## src/rtl/bp_fpga_host_pkg.sv

```systemverilog
// Shared NBF host definitions: opcodes, packet width/struct macros, Tx FSM states.
// Checksum byte per packet is enabled with BP_FPGA_HOST_NBF_TX_CHECKSUM_EN.
`ifndef BP_FPGA_HOST_PKG_SV
`define BP_FPGA_HOST_PKG_SV

`define BP_FPGA_HOST_NBF_WIDTH(op_w, addr_w, data_w) ((op_w) + (addr_w) + (data_w))

`define DECLARE_BP_FPGA_HOST_NBF_S(op_w, addr_w, data_w) \
  typedef struct packed {                                  \
    logic [(data_w)-1:0] data;                             \
    logic [(addr_w)-1:0] addr;                             \
    logic [(op_w)-1:0]   opcode;                           \
  } bp_fpga_host_nbf_s

package bp_fpga_host_pkg;

  typedef enum logic [7:0] {
    e_nbf_write  = 8'h03,
    e_nbf_fence  = 8'hFE,
    e_nbf_finish = 8'hFF
  } bp_fpga_host_nbf_opcode_e;

  typedef enum logic [1:0] {
    e_idle = 2'd0,
    e_send = 2'd1,
    e_wait = 2'd2
  } bp_fpga_host_nbf_tx_state_e;

  function automatic int nbf_bytes(input int width);
    return (width + 7) / 8;
  endfunction

endpackage

`endif

```

## src/rtl/bp_fpga_host_uart_serializer.sv

```systemverilog
// UART byte framer: start, 8 data LSB first, optional even parity, 1-2 stop bits.
// Checksum option (BP_FPGA_HOST_NBF_TX_CHECKSUM_EN) does not affect this block.
module bp_fpga_host_uart_serializer
  import bp_fpga_host_pkg::*;
#(
  parameter int clk_per_bit_p = 10416,
  parameter int parity_bit_p  = 0,
  parameter int stop_bits_p   = 1
) (
  input  logic       clk_i,
  input  logic       reset_n_i,
  input  logic [7:0] data_i,
  input  logic       v_i,
  output logic       ready_o,
  output logic       tx_o,
  output logic       busy_o,
  output logic       done_o
);

  localparam int FB = 9 + parity_bit_p + stop_bits_p;
  localparam int CW = $clog2(clk_per_bit_p);
  localparam int BW = $clog2(FB);

  logic [FB-1:0] frame_w, frame_q;
  logic [CW-1:0] cyc_q;
  logic [BW-1:0] left_q;
  logic          active_q, tx_q, done_q;

  // Stop bits are the default ones; parity overwrites bit 9 when enabled.
  always_comb begin
    frame_w      = '1;
    frame_w[0]   = 1'b0;
    frame_w[8:1] = data_i;
    if (parity_bit_p != 0) frame_w[9] = ^data_i;
  end

  always_ff @(posedge clk_i) begin
    if (!reset_n_i) begin
      active_q <= 1'b0;
      tx_q     <= 1'b1;
      done_q   <= 1'b0;
      cyc_q    <= '0;
      left_q   <= '0;
      frame_q  <= '1;
    end else begin
      done_q <= 1'b0;
      if (!active_q) begin
        if (v_i) begin
          active_q <= 1'b1;
          tx_q     <= 1'b0;
          frame_q  <= frame_w >> 1;
          cyc_q    <= '0;
          left_q   <= BW'(FB - 1);
        end
      end else if (cyc_q == CW'(clk_per_bit_p - 1)) begin
        cyc_q <= '0;
        if (left_q == '0) begin
          active_q <= 1'b0;
          done_q   <= 1'b1;
          tx_q     <= 1'b1;
        end else begin
          tx_q    <= frame_q[0];
          frame_q <= frame_q >> 1;
          left_q  <= left_q - 1'b1;
        end
      end else begin
        cyc_q <= cyc_q + 1'b1;
      end
    end
  end

  assign ready_o = !active_q;
  assign busy_o  = active_q;
  assign tx_o    = tx_q;
  assign done_o  = done_q;

endmodule

```

## src/rtl/bp_fpga_host_nbf_tx.sv

```systemverilog
// Buffered NBF packet to UART transmitter: packet FIFO, byte segmenter FSM, serializer.
// Define BP_FPGA_HOST_NBF_TX_CHECKSUM_EN to append an XOR checksum byte per packet.
module bp_fpga_host_nbf_tx
  import bp_fpga_host_pkg::*;
#(
  parameter int nbf_opcode_width_p = 8,
  parameter int nbf_addr_width_p   = 40,
  parameter int nbf_data_width_p   = 64,
  parameter int buffer_els_p       = 2,
  parameter int uart_clk_per_bit_p = 10416,
  parameter int uart_parity_bit_p  = 0,
  parameter int uart_stop_bits_p   = 1
) (
  input  logic clk_i,
  input  logic reset_n_i,
  input  logic [`BP_FPGA_HOST_NBF_WIDTH(nbf_opcode_width_p, nbf_addr_width_p, nbf_data_width_p)-1:0] nbf_i,
  input  logic        nbf_v_i,
  output logic        nbf_ready_and_o,
  output logic        tx_o,
  output logic        busy_o,
  output logic        pkt_done_o,
  output logic [15:0] pkt_count_o
);

  localparam int NBF_W = `BP_FPGA_HOST_NBF_WIDTH(nbf_opcode_width_p, nbf_addr_width_p, nbf_data_width_p);
  localparam int OP_B  = nbf_bytes(nbf_opcode_width_p);
  localparam int AD_B  = nbf_bytes(nbf_addr_width_p);
  localparam int DA_B  = nbf_bytes(nbf_data_width_p);
  localparam int N     = OP_B + AD_B + DA_B;
  localparam int SW    = N * 8;
`ifdef BP_FPGA_HOST_NBF_TX_CHECKSUM_EN
  localparam int TOT   = N + 1;
`else
  localparam int TOT   = N;
`endif
  localparam int CNT_W = $clog2(TOT + 1);
  localparam int FC_W  = $clog2(buffer_els_p + 1);
  localparam int PW    = (buffer_els_p > 1) ? $clog2(buffer_els_p) : 1;

  `DECLARE_BP_FPGA_HOST_NBF_S(nbf_opcode_width_p, nbf_addr_width_p, nbf_data_width_p);

  // Packet FIFO
  logic [NBF_W-1:0] mem_q [buffer_els_p];
  logic [PW-1:0]    wr_ptr_q, rd_ptr_q;
  logic [FC_W-1:0]  fcnt_q;
  logic             full, empty, enq, deq;

  assign full            = (fcnt_q == FC_W'(buffer_els_p));
  assign empty           = (fcnt_q == '0);
  assign nbf_ready_and_o = reset_n_i & !full;
  assign enq             = nbf_v_i & nbf_ready_and_o;

  always_ff @(posedge clk_i) begin
    if (!reset_n_i) begin
      wr_ptr_q <= '0;
      rd_ptr_q <= '0;
      fcnt_q   <= '0;
    end else begin
      if (enq) begin
        mem_q[wr_ptr_q] <= nbf_i;
        wr_ptr_q <= (wr_ptr_q == PW'(buffer_els_p - 1)) ? '0 : wr_ptr_q + 1'b1;
      end
      if (deq) rd_ptr_q <= (rd_ptr_q == PW'(buffer_els_p - 1)) ? '0 : rd_ptr_q + 1'b1;
      case ({enq, deq})
        2'b10:   fcnt_q <= fcnt_q + 1'b1;
        2'b01:   fcnt_q <= fcnt_q - 1'b1;
        default: fcnt_q <= fcnt_q;
      endcase
    end
  end

  // Byte-align each field so the shift register streams opcode, addr, data LSB first.
  bp_fpga_host_nbf_s head;
  logic [SW-1:0]     head_bytes;
  assign head = bp_fpga_host_nbf_s'(mem_q[rd_ptr_q]);

  always_comb begin
    head_bytes = '0;
    head_bytes[0 +: nbf_opcode_width_p]                 = head.opcode;
    head_bytes[OP_B*8 +: nbf_addr_width_p]              = head.addr;
    head_bytes[(OP_B+AD_B)*8 +: nbf_data_width_p]       = head.data;
  end

  // Packet FSM
  bp_fpga_host_nbf_tx_state_e state_q, state_d;
  logic [SW-1:0]    shift_q;
  logic [CNT_W-1:0] byte_cnt_q;
  logic [15:0]      pkt_count_q;
  logic             pkt_done_q, pkt_done_d;
  logic             ser_v, ser_ready, ser_done, ser_busy, accept, last;
  logic [7:0]       ser_byte;

  assign accept = ser_v & ser_ready;
  assign last   = (byte_cnt_q == CNT_W'(TOT - 1));

  always_ff @(posedge clk_i) begin
    if (!reset_n_i) state_q <= e_idle;
    else            state_q <= state_d;
  end

  always_comb begin
    state_d = state_q;
    unique case (state_q)
      e_idle:  if (!empty)         state_d = e_send;
      e_send:  if (accept && last) state_d = e_wait;
      e_wait:  if (ser_done)       state_d = e_idle;
      default:                     state_d = e_idle;
    endcase
  end

`ifdef BP_FPGA_HOST_NBF_TX_CHECKSUM_EN
  logic [7:0] csum_q;
`endif

  always_comb begin
    deq        = (state_q == e_idle) & !empty;
    ser_v      = (state_q == e_send);
    pkt_done_d = (state_q == e_wait) & ser_done;
`ifdef BP_FPGA_HOST_NBF_TX_CHECKSUM_EN
    ser_byte   = (byte_cnt_q == CNT_W'(N)) ? csum_q : shift_q[7:0];
`else
    ser_byte   = shift_q[7:0];
`endif
  end

  always_ff @(posedge clk_i) begin
    if (!reset_n_i) begin
      shift_q     <= '0;
      byte_cnt_q  <= '0;
      pkt_count_q <= '0;
      pkt_done_q  <= 1'b0;
`ifdef BP_FPGA_HOST_NBF_TX_CHECKSUM_EN
      csum_q      <= '0;
`endif
    end else begin
      pkt_done_q <= pkt_done_d;
      if (pkt_done_d) pkt_count_q <= pkt_count_q + 1'b1;
      if (deq) begin
        shift_q    <= head_bytes;
        byte_cnt_q <= '0;
`ifdef BP_FPGA_HOST_NBF_TX_CHECKSUM_EN
        csum_q     <= '0;
`endif
      end else if (accept) begin
        shift_q    <= shift_q >> 8;
        byte_cnt_q <= byte_cnt_q + 1'b1;
`ifdef BP_FPGA_HOST_NBF_TX_CHECKSUM_EN
        csum_q     <= csum_q ^ ser_byte;
`endif
      end
    end
  end

  bp_fpga_host_uart_serializer #(
    .clk_per_bit_p(uart_clk_per_bit_p),
    .parity_bit_p (uart_parity_bit_p),
    .stop_bits_p  (uart_stop_bits_p)
  ) u_ser (
    .clk_i    (clk_i),
    .reset_n_i(reset_n_i),
    .data_i   (ser_byte),
    .v_i      (ser_v),
    .ready_o  (ser_ready),
    .tx_o     (tx_o),
    .busy_o   (ser_busy),
    .done_o   (ser_done)
  );

  assign busy_o      = !empty | (state_q != e_idle) | ser_busy;
  assign pkt_done_o  = pkt_done_q;
  assign pkt_count_o = pkt_count_q;

endmodule

```

## config.mk

```make
export PLATFORM = sky130hd
export DESIGN_NAME = bp_fpga_host_nbf_tx
export DESIGN_NICKNAME = d
export VERILOG_FILES = /design/src/rtl/bp_fpga_host_pkg.sv /design/src/rtl/bp_fpga_host_uart_serializer.sv /design/src/rtl/bp_fpga_host_nbf_tx.sv
export SDC_FILE = /design/constraint.sdc
export NUM_CORES = 1
export LEC_CHECK = 0
export BUFFER_PORTS_ARGS = -buffer_cell sky130_fd_sc_hd__buf_2
export CAP_MARGIN = 20
export CORE_MARGIN = 2
export CORE_UTILIZATION = 59
export CTS_CLUSTER_SIZE = 20
export DETAILED_ROUTE_END_ITERATION = 16
export PLACE_DENSITY = 0.84
export SYNTH_ARGS = -nofsm -noshare
export SYNTH_HDL_FRONTEND = slang
export SYNTH_SLANG_ARGS = --single-unit
```

## constraint.sdc

```tcl
create_clock -name clk_i -period 8.05 [get_ports clk_i]
set_input_delay 0.4025 -clock clk_i [delete_from_list [all_inputs] [get_ports clk_i]]
set_output_delay 0.4025 -clock clk_i [all_outputs]
set_load 0.005 [all_outputs]
```

==> results_dict.tcl, run 1 <==
set metrics [dict create \
    cts-buffers-inserted 40 \
    yosysTopAreaCell "edfxtp_1" \
    synthToLayoutAreaGrowth_pct 14.09 \
    routed-via-count 10130 \
    antenna_left 0 \
    yosys-top-cells-area "edfxtp_1, dfxtp_1, mux2_2" \
    outcome "completed" \
    final_util 0.6790 \
    cpMaxStageDelayCell "dfxtp_1" \
    rows 59 \
    cp-start-kind "register" \
    r2r_cells 5 \
    hold_class "in2reg" \
    place_hpwl_um 18600 \
    drc_errors 0 \
    wl_per_cell_um 18.71 \
    post_cts_buffers 0 \
    grt.overflow.total 0 \
    globalRouteMet1Util 0.3063 \
    wl_um 31120 \
    clkSinkCount 395 \
    multi_input_area_sq_mm 0.004838 \
    cts_max_level 2 \
    holdWs_ps 59.41 \
    grt_max_degree 85 \
    relSlewSlack 0.3005 \
    setup_violations 0 \
    layout-drive-gt1-share 0.2538 \
    n_fill_cell 1760 \
    synth-edff-count 224 \
    hold_viol 0 \
    powerDensity_mw_per_mm2 356.4 \
    grt_most_used_layer "met2" \
    synth_top_area_frac 0.4375 \
    clock_latency_ps 530 \
    cts_tree "yes" \
    path_cells "nor3b_4 > a21oi_4 > buf_4 > nand2_1 > a21oi_1" \
    crit_type "reg2reg" \
    grt_pass1_wl_um 48910 \
    synth-xor-area-share 0.01025 \
    fin_cells 1663 \
    irDropWorstVdd_mv 0.2570 \
    yosys.area_share.simple 0.08634 \
    hold_start "nbf_i[63]" \
    die-height_um 165.4 \
    startpoint "u_ser.busy_o" \
    portBuffers 134 \
    switching_share 0.3209 \
    finalCriticalPeriod_ps 2909 \
    post-route-period-util 0.3613 \
    synthArstFlopShare 0 \
    syn-instance-count 1190 \
    synth_compound_gate_area_share 0.1234 \
    syn_nets 1313 \
    drt_pass1_iterations 6 \
    drt-vias-per-instance 6.088 \
    start_util 0.5951 \
    ys_warn_count 0 \
    grt_pass1_vias 9634 \
    place.gp.congestion 0.8109 \
    fin_nets 1419 \
    coreArea_sq_mm 0.02584 \
    cp_max_fo 65 \
    clock_path_buffers 3 \
    syn_avg_cell_area_sq_um 12.92 \
    slowest_delay_ps 890 \
    cp-end-kind "register" \
    seq_area_sq_mm 0.01015 \
    first_iter_violations 976 \
    grtUsageMet3 0.03921 \
    skew_ps 15.04 \
    p_comb_frac 0.264 \
    syn-cell-area_sq_mm 0.01538 \
    power.share.clock 0.295 \
    synthAdderAreaFrac 0.006510 \
    ctsHoldBuffers 0 \
    p_switching_mw 2.007 \
    max_freq_mhz 343.8 \
    cap_violations 0 \
    p_leak_nw 6.069 \
    tightestPinTransition_ps 1049 \
    grt_usage 0.2257 \
    die-area_sq_mm 0.02737 \
    synth_top_family_by_area "compound AO/OA/AOI/OAI gates" \
    synthDistinctLibCells 63 \
    synth-seq-area-share 0.6601 \
    synth.area.mux_share 0.08642 \
    die_width_um 165.4 \
    clkTransAtPathRegs_ps 60 \
    power.internal_mw 4.246 \
    drv_slew 0 \
    grt_setup_unrepaired "no" \
    cts-root-buf "clkbuf_16" \
    synthFlopType "edfxtp_1" \
    cp.arrival_ps 3340 \
    use_met2 0.3733 \
    antenna_found_initial 0 \
    p_seq_frac 0.441 \
    tns_ps 0 \
    placedCellCount 1589 \
    diodes 0 \
    cts_resized 0 \
    worstPathRequired_ps 8480 \
    ios 135 \
    r2r_start "u_ser.busy_o" \
    worstHoldPathCells 1 \
    synth-seq-cells 395 \
]
==> power groups by stage <==
stage               clock (mW)  sequential [mW]  combinational [mW]
finish                    1.84             2.76                1.65
detailed placement           0             2.79                1.62
global placement             0             2.77                1.58
CTS                       1.87             2.75                1.64
floorplan                    0             2.69                1.34
global route              1.95             2.80                1.82
==> final timing paths <==
| path | to | slack (ps) |
|---|---|---|
| max | shift_q[48] | 5140 |
| min | mem_q[0][63] | 60 |
| max reg2reg | shift_q[48] | 5140 |
| min reg2reg | shift_q[17] | 460 |
==> cells by family after synthesis <==
logic type	Yosys count
DFF	395
muxes	120
buffers and inverters	94
AOI/OAI and AO/OA	288
and+or+nand+nor	267
adders and majority gates	8
xor gates and xnor gates	18
==> state kept, by name, summed over array words and instances, names as in the netlist, 2 cells and up, named ones only <==
signal / flops
pkt_count_o: 16
u_ser.left_q: 4
u_ser.cyc_q: 14
fcnt_q: 2
shift_q: 112
mem_q: 224
state_q: 2
u_ser.frame_q: 10
byte_cnt_q: 4
==> worst max-delay path, delay by kind of cell, from the launching register on <==
| kind | cells | cell delay [ps] |
|---|---|---|
| DFF | 1 | 890 |
| buffers and inverters | 1 | 690 |
| and+or+nand+nor | 2 | 260 |
| AOI/OAI and AO/OA | 2 | 970 |
==> per-stage QoR <==
step | worst slack [ps] | power, mW | instance area, sq um
6_report | 5141 | 6.252 | 17540
5_1_grt | 4934 | 6.562 | 17540
4_1_cts | 5166 | 6.267 | 17540
3_5_place_dp | 5203 | 4.409 | 16220
3_3_place_gp | 5269 | 4.347 | 16220
2_1_floorplan | 1900 | 4.028 | 15380
==> cell usage after synthesis, drive strengths merged, types with 6 or more instances <==
| library cell | n |
|---|---|
| nand2 | 120 |
| or3 | 9 |
| o221a | 6 |
| edfxtp | 224 |
| clkbuf | 47 |
| a22oi | 102 |
| a32o | 8 |
| a21oi | 114 |
| xor2 | 12 |
| a31oi | 11 |
| nor2 | 48 |
| a311oi | 11 |
| mux2i | 18 |
| nand4 | 16 |
| and3 | 9 |
| buf | 34 |
| ha | 8 |
| mux2 | 102 |
| dfxtp | 171 |
| xnor2 | 6 |
| o21ai | 13 |
| nand3 | 22 |
| inv | 12 |
| nor3 | 12 |
==> area by class of cell <==
| type | instances | share of cell area |
|---|---|---|
| inverters | 13 | 0.002996 |
| clock buffers | 57 | 0.06483 |
| repair buffers | 145 | 0.04294 |
| well taps | 335 | 0.02389 |
| flip-flops and latches | 395 | 0.5788 |
| multi-input cells | 701 | 0.2758 |
| clock inverters | 17 | 0.01077 |
==> layout by cell type, fill, tap and decap left out, types with 6 or more instances in the layout <==
master       n
dfxtp_1    170
buf_2      134
or3_1        8
ha_1         8
nor2_1      46
clkbuf_1    12
mux2i_1     18
clkinv_2     7
a32o_1       8
mux2_2     102
a311oi_1    11
o221a_2      6
clkbuf_16   42
and3_1       8
nand3_1     21
xor2_1      12
inv_1       11
nor3_1      12
a31oi_1     11
xnor2_1      6
a21oi_1    113
buf_4       11
a22oi_1    102
nand4_1     14
edfxtp_1   224
o21ai_0     13
nand2_1    119
==> routing by layer <==
layer,share of wire,vias to the layer above
met3,0.064,67
met1,0.42,4959
met2,0.49,390
met5,0,-
li1,-,4709
met4,0.024,0
No activity file was read; power rests on OpenSTA's default activity.
==> run 2, diff against run 1 <==
--- a/config.mk
+++ b/config.mk
@@ -8,10 +8,10 @@
 export BUFFER_PORTS_ARGS = -buffer_cell sky130_fd_sc_hd__buf_2
 export CAP_MARGIN = 20
 export CORE_MARGIN = 2
-export CORE_UTILIZATION = 59
+export CORE_UTILIZATION = 53
 export CTS_CLUSTER_SIZE = 20
 export DETAILED_ROUTE_END_ITERATION = 16
-export PLACE_DENSITY = 0.84
+export PLACE_DENSITY = 0.8
 export SYNTH_ARGS = -nofsm -noshare
 export SYNTH_HDL_FRONTEND = slang
 export SYNTH_SLANG_ARGS = --single-unit
==> constraint.sdc (replaced) <==
create_clock -name clk_i -period 2.5 [get_ports clk_i]
set_input_delay 0.125 -clock clk_i [delete_from_list [all_inputs] [get_ports clk_i]]
set_output_delay 0.125 -clock clk_i [all_outputs]
set_load 0.005 [all_outputs]
==> run 2 against run 1 <==
Net effect:
- non-clock buffer count up 132
- largest power group unchanged
- via count up 5.9%
- worst setup slack worse by 4800 ps
- die area up 11%
- wire length up 13%
- highest routed layer unchanged
- maximum frequency up 37%
- combinational power rose to 3.7 times the previous value
==> results_dict.tcl, run 2 (synthesis results as in run 1) <==
set metrics [dict create \
    die-area_sq_mm 0.03039 \
    first_iter_violations 1085 \
    start_util 0.5372 \
    die_width_um 174.3 \
    wl_per_cell_um 19.09 \
    outcome "completed" \
    tightestPinTransition_ps 618.9 \
    n_fill_cell 1973 \
    tns_ps 0 \
    antenna_left 0 \
    placedCellCount 1658 \
    cp-start-kind "register" \
    clkSinkCount 395 \
    final_cell_mix "edfxtp_1, dfxtp_1, buf_2" \
    powerDensity_mw_per_mm2 1099 \
    cts-root-buf "clkbuf_16" \
    cap_violations 0 \
    post-route-cell-area_sq_mm 0.01901 \
    coreArea_sq_mm 0.02863 \
    cpMaxStageDelayCell "a2111oi_0" \
    wl_um 35160 \
    die-height_um 174.3 \
    skew_ps 12.58 \
    grt_max_degree 110 \
    final_util 0.6640 \
    grt_setup_unrepaired "no" \
    slowest_delay_ps 390 \
    cp_num_cells 6 \
    ios 135 \
    place.gp.congestion 0.8002 \
    fin_cells 1842 \
    p_leak_nw 6.665 \
    path_cells "nor2_1 > nand2_2 > clkinv_2 > buf_12 > nor2_1 > a2111oi_0" \
    critical_path.top_delay_family "simple AND/OR/NAND/NOR gates" \
    cp_max_fo 109 \
    crit_buf_inv 2 \
    drv_slew 0 \
    r2r_cells 6 \
    drc_errors 0 \
    grt_pass1_wl_um 55700 \
    hold_class "in2reg" \
    setup_violations 0 \
    fin_nets 1551 \
    cp-end-kind "register" \
    post-route-period-util 0.8484 \
    max_freq_mhz 471.5 \
    synthToLayoutAreaGrowth_pct 23.61 \
    cts-buffers-inserted 40 \
    post_cts_buffers 0 \
    worstHoldPathCells 3 \
    portBuffers 134 \
    layout_commonest_cell "edfxtp_1" \
    grt_usage 0.2294 \
    worstPathRequired_ps 2880 \
    clkTransAtPathRegs_ps 60 \
    cp.arrival_ps 2500 \
    rows 62 \
    irDropWorstVdd_mv 0.8890 \
    hold_viol 0 \
    dpl_cell_area_sq_mm 0.01658 \
    diodes 0 \
    place_hpwl_um 20050 \
    clock_latency_ps 520 \
    grt_pass1_vias 10630 \
    fin_ws_ps 378.9 \
    crit_type "reg2reg" \
    grt.overflow.total 0 \
    cp_common_cell "nor2_1" \
    drt_pass1_iterations 6 \
    cts_max_level 2 \
    largest_reg_flops 224 \
    cts_tree "yes" \
    drt-vias-per-instance 5.819 \
    relSlewSlack 0.5856 \
    clock_path_buffers 3 \
    post-place-ws_ps 412.2 \
    regMostFlops "mem_q" \
    layout-drive-gt1-share 0.2428 \
    antenna_found_initial 0 \
    finalCriticalPeriod_ps 2121 \
    routed-via-count 10720 \
]
## run 2: cell count changes in the layout (fill, tap and decap cells not counted), moves of 3 or more
cell           delta
buf_12           +12
buf_4             +8
clkinv_2          -3
dlygate4sd3_1   +112
## run 2: routing by layer
layer  up-vias  routed length, um  global-route usage
li1       4996                  -                   -
met1      5192              14130              0.2951
met2       440              17770              0.3958
met3        90               2088             0.03500
met4         0               1172             0.08158
met5         -                  0                   0
## run 2: worst paths after layout
kind	to	slack (ps)	from
max	shift_q[110]	380	state_q[1]
min	u_ser.tx_o	100	reset_n_i
max reg2reg	shift_q[110]	380	state_q[1]
min reg2reg	shift_q[23]	460	shift_q[23]
## run 2: repair_timing
item,in CTS,in global routing
resized for setup,0,0
hold buffers,112,0
endpoints found under the hold margin,224,0
## run 2: final cells by class
cell class	instances	area, sq um	area share
sequential	395	10160	0.5343
tap	384	480.5	0.02528
clock inverter	11	132.6	0.006978
inverter	13	52.55	0.002765
multi-input combinational	701	4838	0.2546
clock buffer	61	1172	0.06168
timing repair buffer	277	2175	0.1144
## run 2: through the flow
stage / hold slack [ps] / power, mW
6_report: 99.18 / 20.89
5_1_grt: 101.9 / 21.89
4_1_cts: 82.52 / 20.85
3_5_place_dp: 316.0 / 14.79
3_3_place_gp: 311.9 / 14.60
2_1_floorplan: 223.9 / 12.94
## run 2: worst register-to-register path, delay by kind of cell, from the launching register on
| family | cells | cell delay (ps) |
|---|---|---|
| buffers and inverters | 2 | 510 |
| DFF | 1 | 360 |
| and+or+nand+nor | 3 | 740 |
| AOI/OAI and AO/OA | 1 | 390 |
## run 2: power breakdown
| group | internal [mW] | total (mW) | switching (mW) |
|---|---|---|---|
| sequential | 8.11 | 8.86 | 0.756 |
| clock | 3.55 | 5.95 | 2.40 |
| combinational | 2.58 | 6.08 | 3.49 |
| total | 14.2 | 20.9 | 6.65 |
